<file path="config.mk">
export PLATFORM = sky130hd
export DESIGN_NAME = rtc_calendar_counter
export DESIGN_NICKNAME = d
export VERILOG_FILES = /design/src/rtl/rtc_calendar_counter.sv
export SDC_FILE = /design/constraint.sdc
export NUM_CORES = 1
export LEC_CHECK = 0
export ABC_AREA = 1
export BUFFER_PORTS_ARGS = -buffer_cell sky130_fd_sc_hd__buf_2
export CORE_MARGIN = 2
export CORE_UTILIZATION = 62
export CTS_CLUSTER_SIZE = 14
export DETAILED_ROUTE_END_ITERATION = 8
export PLACE_DENSITY = 0.84
export SKIP_LAST_GASP = 1
export SYNTH_ARGS = -nofsm -noshare
export SYNTH_HDL_FRONTEND = slang
export SYNTH_SLANG_ARGS = --single-unit
</file>
<file path="constraint.sdc">
create_clock -name clk -period 21.7 [get_ports clk]
set_input_delay 4.34 -clock clk [delete_from_list [all_inputs] [get_ports clk]]
set_output_delay 4.34 -clock clk [all_outputs]
set_load 0.01 [all_outputs]
</file>
<file path="src/rtl/rtc_calendar_counter.sv">
// Real-time clock/calendar: 1 Hz prescaler, full Gregorian carry chain,
// validated load port, HH:MM:SS alarm and one-cycle carry pulses.
module rtc_calendar_counter #(
  parameter int unsigned TICKS_PER_SEC = 1,
  parameter int unsigned YEAR_W        = 12,
  parameter int unsigned RESET_YEAR    = 2000
) (
  input  logic              clk,
  input  logic              reset,
  input  logic              enable,
  input  logic              load,
  input  logic [5:0]        ld_sec,
  input  logic [5:0]        ld_min,
  input  logic [4:0]        ld_hour,
  input  logic [4:0]        ld_day,
  input  logic [3:0]        ld_month,
  input  logic [YEAR_W-1:0] ld_year,
  input  logic              alarm_wr,
  input  logic [5:0]        alarm_sec,
  input  logic [5:0]        alarm_min,
  input  logic [4:0]        alarm_hour,
  input  logic              alarm_en,
  output logic [5:0]        seconds,
  output logic [5:0]        minutes,
  output logic [4:0]        hours,
  output logic [4:0]        day,
  output logic [3:0]        month,
  output logic [YEAR_W-1:0] year,
  output logic              sec_pulse,
  output logic              min_pulse,
  output logic              day_pulse,
  output logic              alarm_match,
  output logic              load_err
);

  localparam int unsigned PRE_W = (TICKS_PER_SEC > 1) ? $clog2(TICKS_PER_SEC) : 1;
  localparam logic [PRE_W-1:0] PRE_MAX = PRE_W'(TICKS_PER_SEC - 1);

  function automatic logic is_leap(input logic [YEAR_W-1:0] y);
    int unsigned v;
    v = 32'(y);
    return ((v % 4) == 0) && (((v % 100) != 0) || ((v % 400) == 0));
  endfunction

  function automatic logic [4:0] days_in_month(input logic [3:0] m,
                                               input logic [YEAR_W-1:0] y);
    logic [4:0] d;
    case (m)
      4'd4, 4'd6, 4'd9, 4'd11: d = 5'd30;
      4'd2:                    d = is_leap(y) ? 5'd29 : 5'd28;
      default:                 d = 5'd31;
    endcase
    return d;
  endfunction

  logic [PRE_W-1:0]  presc;
  logic [5:0]        al_sec;
  logic [5:0]        al_min;
  logic [4:0]        al_hour;

  logic              tick;
  logic              ld_ok;
  logic              sec_wrap, min_wrap, hour_wrap, day_wrap, mon_wrap;
  logic              min_carry, hour_carry, day_carry, mon_carry, year_carry;
  logic [5:0]        nxt_sec;
  logic [5:0]        nxt_min;
  logic [4:0]        nxt_hour;
  logic [4:0]        nxt_day;
  logic [3:0]        nxt_month;
  logic [YEAR_W-1:0] nxt_year;
  logic              nxt_alarm;

  // Whole carry chain resolved combinationally so one tick settles in one edge.
  always_comb begin
    tick       = enable && (presc == PRE_MAX);
    sec_wrap   = (seconds == 6'd59);
    min_wrap   = (minutes == 6'd59);
    hour_wrap  = (hours == 5'd23);
    day_wrap   = (day == days_in_month(month, year));
    mon_wrap   = (month == 4'd12);

    min_carry  = sec_wrap;
    hour_carry = min_carry && min_wrap;
    day_carry  = hour_carry && hour_wrap;
    mon_carry  = day_carry && day_wrap;
    year_carry = mon_carry && mon_wrap;

    nxt_sec    = sec_wrap ? 6'd0 : seconds + 6'd1;
    nxt_min    = min_carry ? (min_wrap ? 6'd0 : minutes + 6'd1) : minutes;
    nxt_hour   = hour_carry ? (hour_wrap ? 5'd0 : hours + 5'd1) : hours;
    nxt_day    = day_carry ? (day_wrap ? 5'd1 : day + 5'd1) : day;
    nxt_month  = mon_carry ? (mon_wrap ? 4'd1 : month + 4'd1) : month;
    nxt_year   = year_carry ? year + YEAR_W'(1) : year;

    nxt_alarm  = alarm_en && (nxt_hour == al_hour) && (nxt_min == al_min) &&
                 (nxt_sec == al_sec);

    ld_ok      = (ld_sec <= 6'd59) && (ld_min <= 6'd59) && (ld_hour <= 5'd23) &&
                 (ld_month >= 4'd1) && (ld_month <= 4'd12) && (ld_day != 5'd0) &&
                 (ld_day <= days_in_month(ld_month, ld_year));
  end

  // A valid load wins over a coincident tick; an invalid load only flags load_err.
  always_ff @(posedge clk) begin
    if (reset) begin
      seconds     <= 6'd0;
      minutes     <= 6'd0;
      hours       <= 5'd0;
      day         <= 5'd1;
      month       <= 4'd1;
      year        <= YEAR_W'(RESET_YEAR);
      presc       <= '0;
      al_sec      <= 6'd0;
      al_min      <= 6'd0;
      al_hour     <= 5'd0;
      sec_pulse   <= 1'b0;
      min_pulse   <= 1'b0;
      day_pulse   <= 1'b0;
      alarm_match <= 1'b0;
      load_err    <= 1'b0;
    end else begin
      sec_pulse   <= 1'b0;
      min_pulse   <= 1'b0;
      day_pulse   <= 1'b0;
      alarm_match <= 1'b0;
      load_err    <= 1'b0;

      if (alarm_wr) begin
        al_sec  <= alarm_sec;
        al_min  <= alarm_min;
        al_hour <= alarm_hour;
      end

      if (load && ld_ok) begin
        seconds <= ld_sec;
        minutes <= ld_min;
        hours   <= ld_hour;
        day     <= ld_day;
        month   <= ld_month;
        year    <= ld_year;
        presc   <= '0;
      end else begin
        load_err <= load;
        if (enable) presc <= tick ? '0 : presc + PRE_W'(1);
        if (tick) begin
          seconds     <= nxt_sec;
          minutes     <= nxt_min;
          hours       <= nxt_hour;
          day         <= nxt_day;
          month       <= nxt_month;
          year        <= nxt_year;
          sec_pulse   <= 1'b1;
          min_pulse   <= min_carry;
          day_pulse   <= day_carry;
          alarm_match <= nxt_alarm;
        end
      end
    end
  end

endmodule

</file>
==> results of run 1 <==
worst max path at each step:
| stage | from | to |
|---|---|---|
| final | ld_year[9] | alarm_match |
| after global routing | ld_year[9] | alarm_match |
| after CTS | ld_year[9] | alarm_match |
| after detailed placement | ld_year[9] | alarm_match |
| after global placement | ld_year[9] | alarm_match |
| after floorplan | ld_year[9] | alarm_match |
area by class of cell:
type / count / area (sq um)
inverter: 135 / 508
clock buffer: 15 / 196
timing repair buffer: 105 / 531
tap: 108 / 135
fill: 822 / 2400
sequential: 61 / 1220
multi-input combinational: 695 / 3680
logic make-up after synthesis:
logic type      Yosys count  share of synthesized area [%]
flops                    61                           22.1
xor+xnor                 25                           3.96
mux                       1                          0.181
fa+ha+maj                14                           3.17
compound gates          135                           14.4
simple gates            520                           45.0
buf+inv                 157                           11.3
layer usage:
layer  up-vias  wire [um]
li1       3193          -
met1      2729       6680
met2       202       6750
met3        23        977
met4         0        236
met5         -          0
state kept, by name (all words and copies together), names as in the netlist, 4 cells and up:
register / flops
year: 12
al_min: 6
al_sec: 6
minutes: 6
seconds: 6
al_hour: 5
day: 5
hours: 5
month: 4
stage by stage:
stage	util, %	instance area [sq um]	total power [mW]
2_1_floorplan	-	5530	0.257
3_3_place_gp	70.0	6080	0.292
3_5_place_dp	70.0	6080	0.294
4_1_cts	72.3	6270	0.394
5_1_grt	72.3	6270	0.425
6_report	72.3	6270	0.395
power breakdown:
| group | leakage (nW) | internal (mW) | total, mW | switching [mW] |
|---|---|---|---|---|
| clock | 0.102 | 0.0566 | 0.101 | 0.0440 |
| sequential | 0.500 | 0.118 | 0.124 | 0.00601 |
| combinational | 2.62 | 0.0596 | 0.170 | 0.111 |
placed cells by master, fill, tap and decap left out, types with 2 or more instances in the layout:
| master | n |
|---|---|
| nand3_1 | 64 |
| buf_2 | 103 |
| o211ai_1 | 8 |
| buf_4 | 2 |
| nand3_4 | 5 |
| o21ai_2 | 3 |
| clkinv_1 | 4 |
| ha_1 | 14 |
| o21ai_0 | 71 |
| nor2_1 | 109 |
| inv_2 | 11 |
| and2_1 | 2 |
| clkbuf_8 | 14 |
| nand2_4 | 5 |
| dfxtp_1 | 61 |
| o221ai_1 | 3 |
| o22ai_1 | 7 |
| nor2_4 | 4 |
| nor2_2 | 8 |
| inv_1 | 119 |
| nand2_2 | 23 |
| nor3_1 | 12 |
| or2_2 | 2 |
| nand3_2 | 7 |
| xnor2_1 | 6 |
| nor4_1 | 3 |
| a31oi_1 | 7 |
| nand4_2 | 2 |
| nand4_1 | 45 |
| nand2_1 | 221 |
| xor2_1 | 19 |
| a211oi_1 | 2 |
| a221oi_1 | 3 |
| nand3b_1 | 3 |
| a21oi_1 | 20 |
critical path: cells and delay by family:
kind / cells / cell delay (ns)
simple gates: 38 / 4.41
compound gates: 7 / 1.12
buf+inv: 8 / 1.23
fa+ha+maj: 1 / 0.24
==> metrics.txt, run 1 <==
wire per inst=13.1 um; Tcrit/Tclk final=51.2%; GR Util met2=51.2%; status=complete, no violations; CTS tree=built; Worst EP required=21.98 ns; worst r2r path cells=34; die area=0.00968 sq mm; crit end category=flip-flop; 1st-iter DRT viols=391; Synth area leaders=dfxtp_1, nand2_1, inv_1; # diodes=0; Top Usage Layer GRT=met2; min Tclk post-route=11.12 ns; Slowest-stage cell, CP=clkinv_1; M3 GR Usage=5.94%; setup_tns=0 ns; total setup buffers inserted after CTS=0; max incr delay on CP=0.55 ns; hold depth=2; Seq/Total Area, Yosys=22.1%; yosys warns=0; Root Driver=clkbuf_8; total core area=0.00868 sq mm; number of synthesized register bits=61; Crit path arrival time=11.40 ns; most instantiated library cell after synthesis=nand2_1; grt ovf=0; Primary FF master, synth=dfxtp_1; # hold bufs at CTS=0; Hold Path Class=flip-flop to flip-flop; Worst-path clk slew=0.07 ns; Slew Limit Fails=0; die width=98.4 um; Slew @ Worst Pin=0.966 ns; Synth top area share=22.1%; first-pass GRT wire length=24700 um; final cell count without fillers=1119; WS Path Type=primary input to flip-flop; vias in the first global route=5517; clk_skew=0.00485 ns; final setup vio count=0; H-tree depth=3; DRT Wirelength=14600 um; power density cells=63.0 mW/mm^2; Clock Path Buffers=2; Initial Util=63.7%; CTS Buf Count=9; Setup WS pre-CTS=10.38 ns; most common library cells after synthesis=nand2_1, inv_1, nor2_1; layout cells sized above 1=19.2%; placed cells=1104; pin count of the biggest net entering global routing=38; TritonCTS Sinks=61; met1 Use GR=40.4%; post-DP HPWL=11300 um; worst-case hold path end point=presc; nets@finish=1082; # IOs=104; drt first pass iters=6; Syn Inst Count=913; Final ANT Viol Nets=0; max_cap viols=0; reg-to-reg endpoint=year[2]; IO buf count=103; R2R setup slack=16.10 ns; CP most frequent cell=nand2_1; RSZ-0062 raised after global routing=no; Post-CTS Resized=0; Final Worst Setup Slack=10.58 ns; Yosys cell types=54; GRT Total Usage=30.4%; DR vias=6147; Mapped Nets=988; Final Hold Viols=0; Peak supply drop=56.5 uV; GPL Wtd Cong=0.921; CP max FO=26; cell taking the most area after synthesis=dfxtp_1; startpoint types=primary input; Mapped Area=0.00553 sq mm; Fin Hold WS=0.466 ns; DRC=0; DR vias/cell=5.49; Highest Clock Rate=90.0 MHz; Post-synth EDFFs=0; launching point of the worst reg2reg path=year[7]; Die H=98.4 um; P_leak=3.22 nW; Area Overhead vs Synth=13.5%; HP Start=presc; row count=34; Async S/R FF share, synth=0%; Slew headroom=35.6%; Synth Area per Inst=6.05 sq um; Worst-Skew Late Latency=0.34 ns; initial antenna violation count=0
No activity file was read; power rests on OpenSTA's default activity.
==> run 2: changes to the inputs <==
--- a/config.mk
+++ b/config.mk
@@ -8,10 +8,10 @@
 export ABC_AREA = 1
 export BUFFER_PORTS_ARGS = -buffer_cell sky130_fd_sc_hd__buf_2
 export CORE_MARGIN = 2
-export CORE_UTILIZATION = 62
+export CORE_UTILIZATION = 57
 export CTS_CLUSTER_SIZE = 14
 export DETAILED_ROUTE_END_ITERATION = 8
-export PLACE_DENSITY = 0.84
+export PLACE_DENSITY = 0.78
 export SKIP_LAST_GASP = 1
 export SYNTH_ARGS = -nofsm -noshare
 export SYNTH_HDL_FRONTEND = slang
==> constraint.sdc (replaced) <==
create_clock -name clk -period 10.9 [get_ports clk]
set_input_delay 2.18 -clock clk [delete_from_list [all_inputs] [get_ports clk]]
set_output_delay 2.18 -clock clk [all_outputs]
set_load 0.01 [all_outputs]
==> metrics.txt, run 2 (synthesis gave the netlist of run 1 again) <==
status=complete, no violations; # hold bufs at CTS=0 (unchanged); # diodes=0 (unchanged); IO buf count=103 (unchanged); CP max FO=26 (unchanged); layout cells sized above 1=19.3% (+0.080 points); Most flops, register=year; Die H=102 um (+4.1%); wire per inst=12.9 um (-1.5%); max incr delay on CP=0.59 ns (+0.04 ns); grt ovf=0 (unchanged); Root Driver=clkbuf_8; vias in the first global route=5285 (-4.2%); Clock Path Buffers=2 (unchanged); DRC=0 (unchanged); DR vias=6096 (-0.83%); Peak supply drop=76.4 uV (+35%); pin count of the biggest net entering global routing=44 (+16%); Crit path arrival time=9.32 ns (-2.08 ns); CP most frequent cell=nand2_1; post-DP HPWL=11400 um (+0.12%); die area=0.0105 sq mm (+8.4%); Hold Path Class=flip-flop to flip-flop; power density cells=129 mW/mm^2 (+100%); crit end category=flip-flop; total core area=0.00933 sq mm (+7.5%); commonest non-fill, non-tap cells in the layout=nand2_1, inv_1, nor2_1; Area Overhead vs Synth=14.5%; Largest delay share family, worst path=simple AND/OR/NAND/NOR gates; max_cap viols=0 (unchanged); Tcrit/Tclk final=83.1%; initial antenna violation count=0 (unchanged); multi-input logic area=0.00368 sq mm (unchanged); GRT Total Usage=28.7% (-1.7 points); Slowest-stage cell, CP=clkinv_1; drt first pass iters=5 (-1); Fin Hold WS=0.454 ns (-0.0122 ns); Slew Limit Fails=0 (unchanged); CP bufs+invs=8 (unchanged); clk_skew=0.0122 ns (+0.00733 ns); Worst EP required=11.16 ns (-10.82 ns); Post-CTS Resized=0 (unchanged); max reg flops=12 (unchanged); setup_tns=0 ns (unchanged); Crit path depth=54 (unchanged); first-pass GRT wire length=24400 um (-1.2%); DRT Wirelength=14700 um (+0.48%); Final ANT Viol Nets=0 (unchanged); DR vias/cell=5.34 (-2.7%); Highest Clock Rate=110 MHz; CTS Buf Count=9 (unchanged); die width=102 um (+4.1%); Final Hold Viols=0 (unchanged); startpoint types=primary input; CTS tree=built; worst r2r path cells=35 (+2.9%); RSZ-0062 raised after global routing=no; Worst-Skew Late Latency=0.33 ns (about the same); TritonCTS Sinks=61 (unchanged); nets@finish=1082 (unchanged); Fillers=923 (+12%); row count=35 (+2.9%); hold depth=2 (unchanged); final setup vio count=0 (unchanged); P_leak=3.23 nW (+0.45%); Worst-path clk slew=0.07 ns (about the same); H-tree depth=3 (unchanged); Slew @ Worst Pin=1.01 ns (+0.0428 ns); commonest non-fill, non-tap cell in the layout=nand2_1; total setup buffers inserted after CTS=0 (unchanged); GPL Wtd Cong=0.940 (+2.0%); register area=0.00122 sq mm (unchanged); min Tclk post-route=9.06 ns; 1st-iter DRT viols=449 (+15%); Slew headroom=32.7% (-2.9 points); # IOs=104 (unchanged); Initial Util=59.2% (-4.4 points); WS Path Type=primary input to flip-flop
==> run 2: cell count changes in the layout (fill, tap and decap cells not counted), sizes merged <==
cell,delta
clkinv,+2
clkbuf,-3
bufinv,+2
==> run 2: layer usage <==
layer | global-route usage [%] | vias up | wire, um
met5 | 0 | - | 0
met4 | 6.67 | 0 | 188
met3 | 4.58 | 23 | 944
met2 | 45.7 | 190 | 6510
met1 | 40.8 | 2703 | 7070
li1 | - | 3180 | -
==> run 2: worst register-to-register path: cells and delay by family, from the launching register on <==
kind                     cells  cell delay [ns]
flip-flops                   1             0.51
adder cells (fa/ha/maj)      1             0.16
AND/OR/NAND/NOR             30             4.21
buffers and inverters        2             0.18
AO/OA/AOI/OAI                2             0.38
==> run 2: worst paths after layout <==
kind	from	endpoint	slack, ns
worst min-delay path	presc	presc	0.45
worst max register to register	year[7]	year[7]	5.31
worst min register to register	presc	presc	0.45
worst max-delay path	ld_year[9]	alarm_match	1.84
==> run 2: power by group <==
| part | internal, mW | total, mW | switching [mW] |
|---|---|---|---|
| combinational | 0.119 | 0.338 | 0.219 |
| sequential | 0.235 | 0.247 | 0.0119 |
| clock | 0.141 | 0.230 | 0.0892 |
| total | 0.494 | 0.814 | 0.320 |
==> run 2: through the flow <==
step	std cells	total power [mW]	utilization [%]	cell area (sq um)	setup WS, ns
after global placement	1125	0.582	65.4	6100	1.76
after floorplan	913	0.511	-	5530	3.18
final	1141	0.814	67.8	6330	1.84
after global routing	1141	0.874	67.8	6330	0.853
after detailed placement	1125	0.585	65.4	6100	1.60
after CTS	1141	0.812	67.8	6330	1.88
==> run 2: final cells by class <==
cell class	instances	share of cell area [%]
Inverter	135	8.03
Clock inverter	4	1.11
Timing Repair Buffer	105	8.38
Sequential cell	61	19.3
Tap cell	129	2.55
Multi-Input combinational cell	695	58.2
Clock buffer	12	2.45
==> run 3: changes to the inputs <==
--- a/config.mk
+++ b/config.mk
@@ -8,10 +8,10 @@
 export ABC_AREA = 1
 export BUFFER_PORTS_ARGS = -buffer_cell sky130_fd_sc_hd__buf_2
 export CORE_MARGIN = 2
-export CORE_UTILIZATION = 57
+export CORE_UTILIZATION = 52
 export CTS_CLUSTER_SIZE = 14
 export DETAILED_ROUTE_END_ITERATION = 8
-export PLACE_DENSITY = 0.78
+export PLACE_DENSITY = 0.75
 export SKIP_LAST_GASP = 1
 export SYNTH_ARGS = -nofsm -noshare
 export SYNTH_HDL_FRONTEND = slang
==> constraint.sdc (replaced) <==
create_clock -name clk -period 7.5 [get_ports clk]
set_input_delay 1.5 -clock clk [delete_from_list [all_inputs] [get_ports clk]]
set_output_delay 1.5 -clock clk [all_outputs]
set_load 0.01 [all_outputs]
==> metrics.txt, run 3 (synthesis gave the netlist of run 1 again) <==
setup_tns=0 ns (unchanged); commonest non-fill, non-tap cell in the layout=nand2_1; layout cells sized above 1=24.6% (+5.3 points); clk_skew=0.0131 ns (+0.000875 ns); Hold Path Class=flip-flop to flip-flop; Peak supply drop=114 uV (+49%); status=complete, no violations; Final Power=1.17 mW (+44%); Largest delay share family, worst path=simple AND/OR/NAND/NOR gates; nets@finish=1104 (+2.0%); Worst EP required=7.79 ns (-3.37 ns); power density cells=176 mW/mm^2 (+37%); drt first pass iters=5 (unchanged); DR vias/cell=5.38 (+0.76%); grt ovf=0 (unchanged); Highest Clock Rate=138 MHz; Slew @ Worst Pin=1.00 ns (-0.00808 ns); max incr delay on CP=0.34 ns (-0.25 ns); first-pass GRT wire length=25100 um (+2.7%); Final Util=64.4% (-3.4 points); DR vias=6293 (+3.2%); # IOs=104 (unchanged); Tcrit/Tclk final=96.8%; R2R setup slack=1.83 ns (-3.48 ns); Area Overhead vs Synth=20.4%; commonest non-fill, non-tap cells in the layout=nand2_1, inv_1, nor2_1, buf_2, o21ai_0; TritonCTS Sinks=61 (unchanged); pin count of the biggest net entering global routing=36 (-18%); multi-input logic area=0.00388 sq mm (+5.3%); GRT Total Usage=26.5% (-2.2 points); RSZ-0062 raised after global routing=yes; die area=0.0115 sq mm (+9.2%); Final ANT Viol Nets=0 (unchanged); CP max FO=6 (-77%); Crit path arrival time=7.55 ns (-1.77 ns); CP most frequent cell=nand2_2; post-DP HPWL=11700 um (+3.4%); die width=107 um (+4.5%); DRC=0 (unchanged); startpoint types=primary input; # hold bufs at CTS=0 (unchanged); Worst-path clk slew=0.08 ns (about the same); Fillers=979 (+6.1%); 1st-iter DRT viols=397 (-12%); CP bufs+invs=9 (+1); Slew Limit Fails=0 (unchanged); Final Hold Viols=0 (unchanged); max reg flops=12 (unchanged); total core area=0.0103 sq mm (+11%); H-tree depth=3 (unchanged); Most flops, register=year; crit end category=flip-flop; Die H=107 um (+4.5%); CTS tree=built; vias in the first global route=5445 (+3.0%); IO buf count=103 (unchanged); register area=0.00122 sq mm (unchanged); Worst-Skew Late Latency=0.35 ns (+0.02 ns); final setup vio count=0 (unchanged); max_cap viols=0 (unchanged); row count=37 (+5.7%); Root Driver=clkbuf_8; P_leak=3.33 nW (+3.0%); DRT Wirelength=15600 um (+6.2%); Clock Path Buffers=2 (unchanged); Slowest-stage cell, CP=a2111oi_2; Initial Util=53.5% (-5.7 points); Slew headroom=33.3% (+0.54 points); min Tclk post-route=7.26 ns; wire per inst=13.4 um (+3.7%); # diodes=0 (unchanged); GPL Wtd Cong=0.882 (-6.2%); WS Path Type=primary input to flip-flop; initial antenna violation count=0 (unchanged); CTS Buf Count=9 (unchanged)
[run 3: cell types whose count changed in the layout (fill, tap and decap cells not counted), moves of 3 or more]
| cell | delta |
|---|---|
| nand2_1 | -14 |
| nor2_1 | -7 |
| buf_4 | +22 |
| inv_2 | +5 |
| nand2_2 | +10 |
| clkinvlp_4 | +3 |
| nand3_4 | +3 |
| nand2_4 | +4 |
| inv_1 | -5 |
| nor2_4 | +6 |
[run 3: where the power goes]
group	internal [mW]	switching (mW)	total [mW]	leakage, nW
clock network	0.127	0.141	0.269	0.0808
registers	0.341	0.0176	0.359	0.500
logic	0.197	0.348	0.546	2.75
[run 3: cell type report]
type | instances | area share, %
Clock buffer | 10 | 2.07
Inverter | 135 | 7.67
Clock inverter | 5 | 0.545
Sequential cell | 61 | 18.4
Timing Repair Buffer | 127 | 10.5
Tap cell | 136 | 2.56
Multi-Input combinational cell | 695 | 58.3
[run 3: worst paths after layout]
| kind | endpoint | cells after the start | start |
|---|---|---|---|
| max | alarm_match | 49 | ld_year[8] |
| min | presc | 2 | presc |
| min reg2reg | presc | 2 | presc |
| max reg2reg | year[1] | 36 | year[7] |
[run 3: repair_timing]
action | CTS | global route
resized for setup | 0 | 58
buffers inserted | 0 | 13
endpoints found under the setup margin | 0 | 39
[run 3: per-layer routing]
layer  track usage, %  part of all wire (%)  up-vias
li1                 -                     -     3228
met1             37.0                    46     2878
met2             42.9                    47      168
met3             3.34                   5.0       19
met4             7.33                   1.2        0
met5                0                     0        -
[run 3: per-stage QoR]
step / worst slack [ns] / hold WS [ns] / instance area [sq um] / cells
6_report: 0.243 / 0.468 / 6650 / 1169
3_3_place_gp: 0.0851 / 0.438 / 6180 / 1141
5_1_grt: -0.212 / 0.500 / 6650 / 1169
4_1_cts: 0.118 / 0.456 / 6350 / 1156
3_5_place_dp: -0.185 / 0.444 / 6180 / 1141
2_1_floorplan: 0.459 / 0.421 / 5530 / 913
[run 3: tightest hold or removal path: stages, from the launching register on]
cell,delay [ns]
dfxtp_1,0.31
inv_1,0.07
nor3_1,0.05
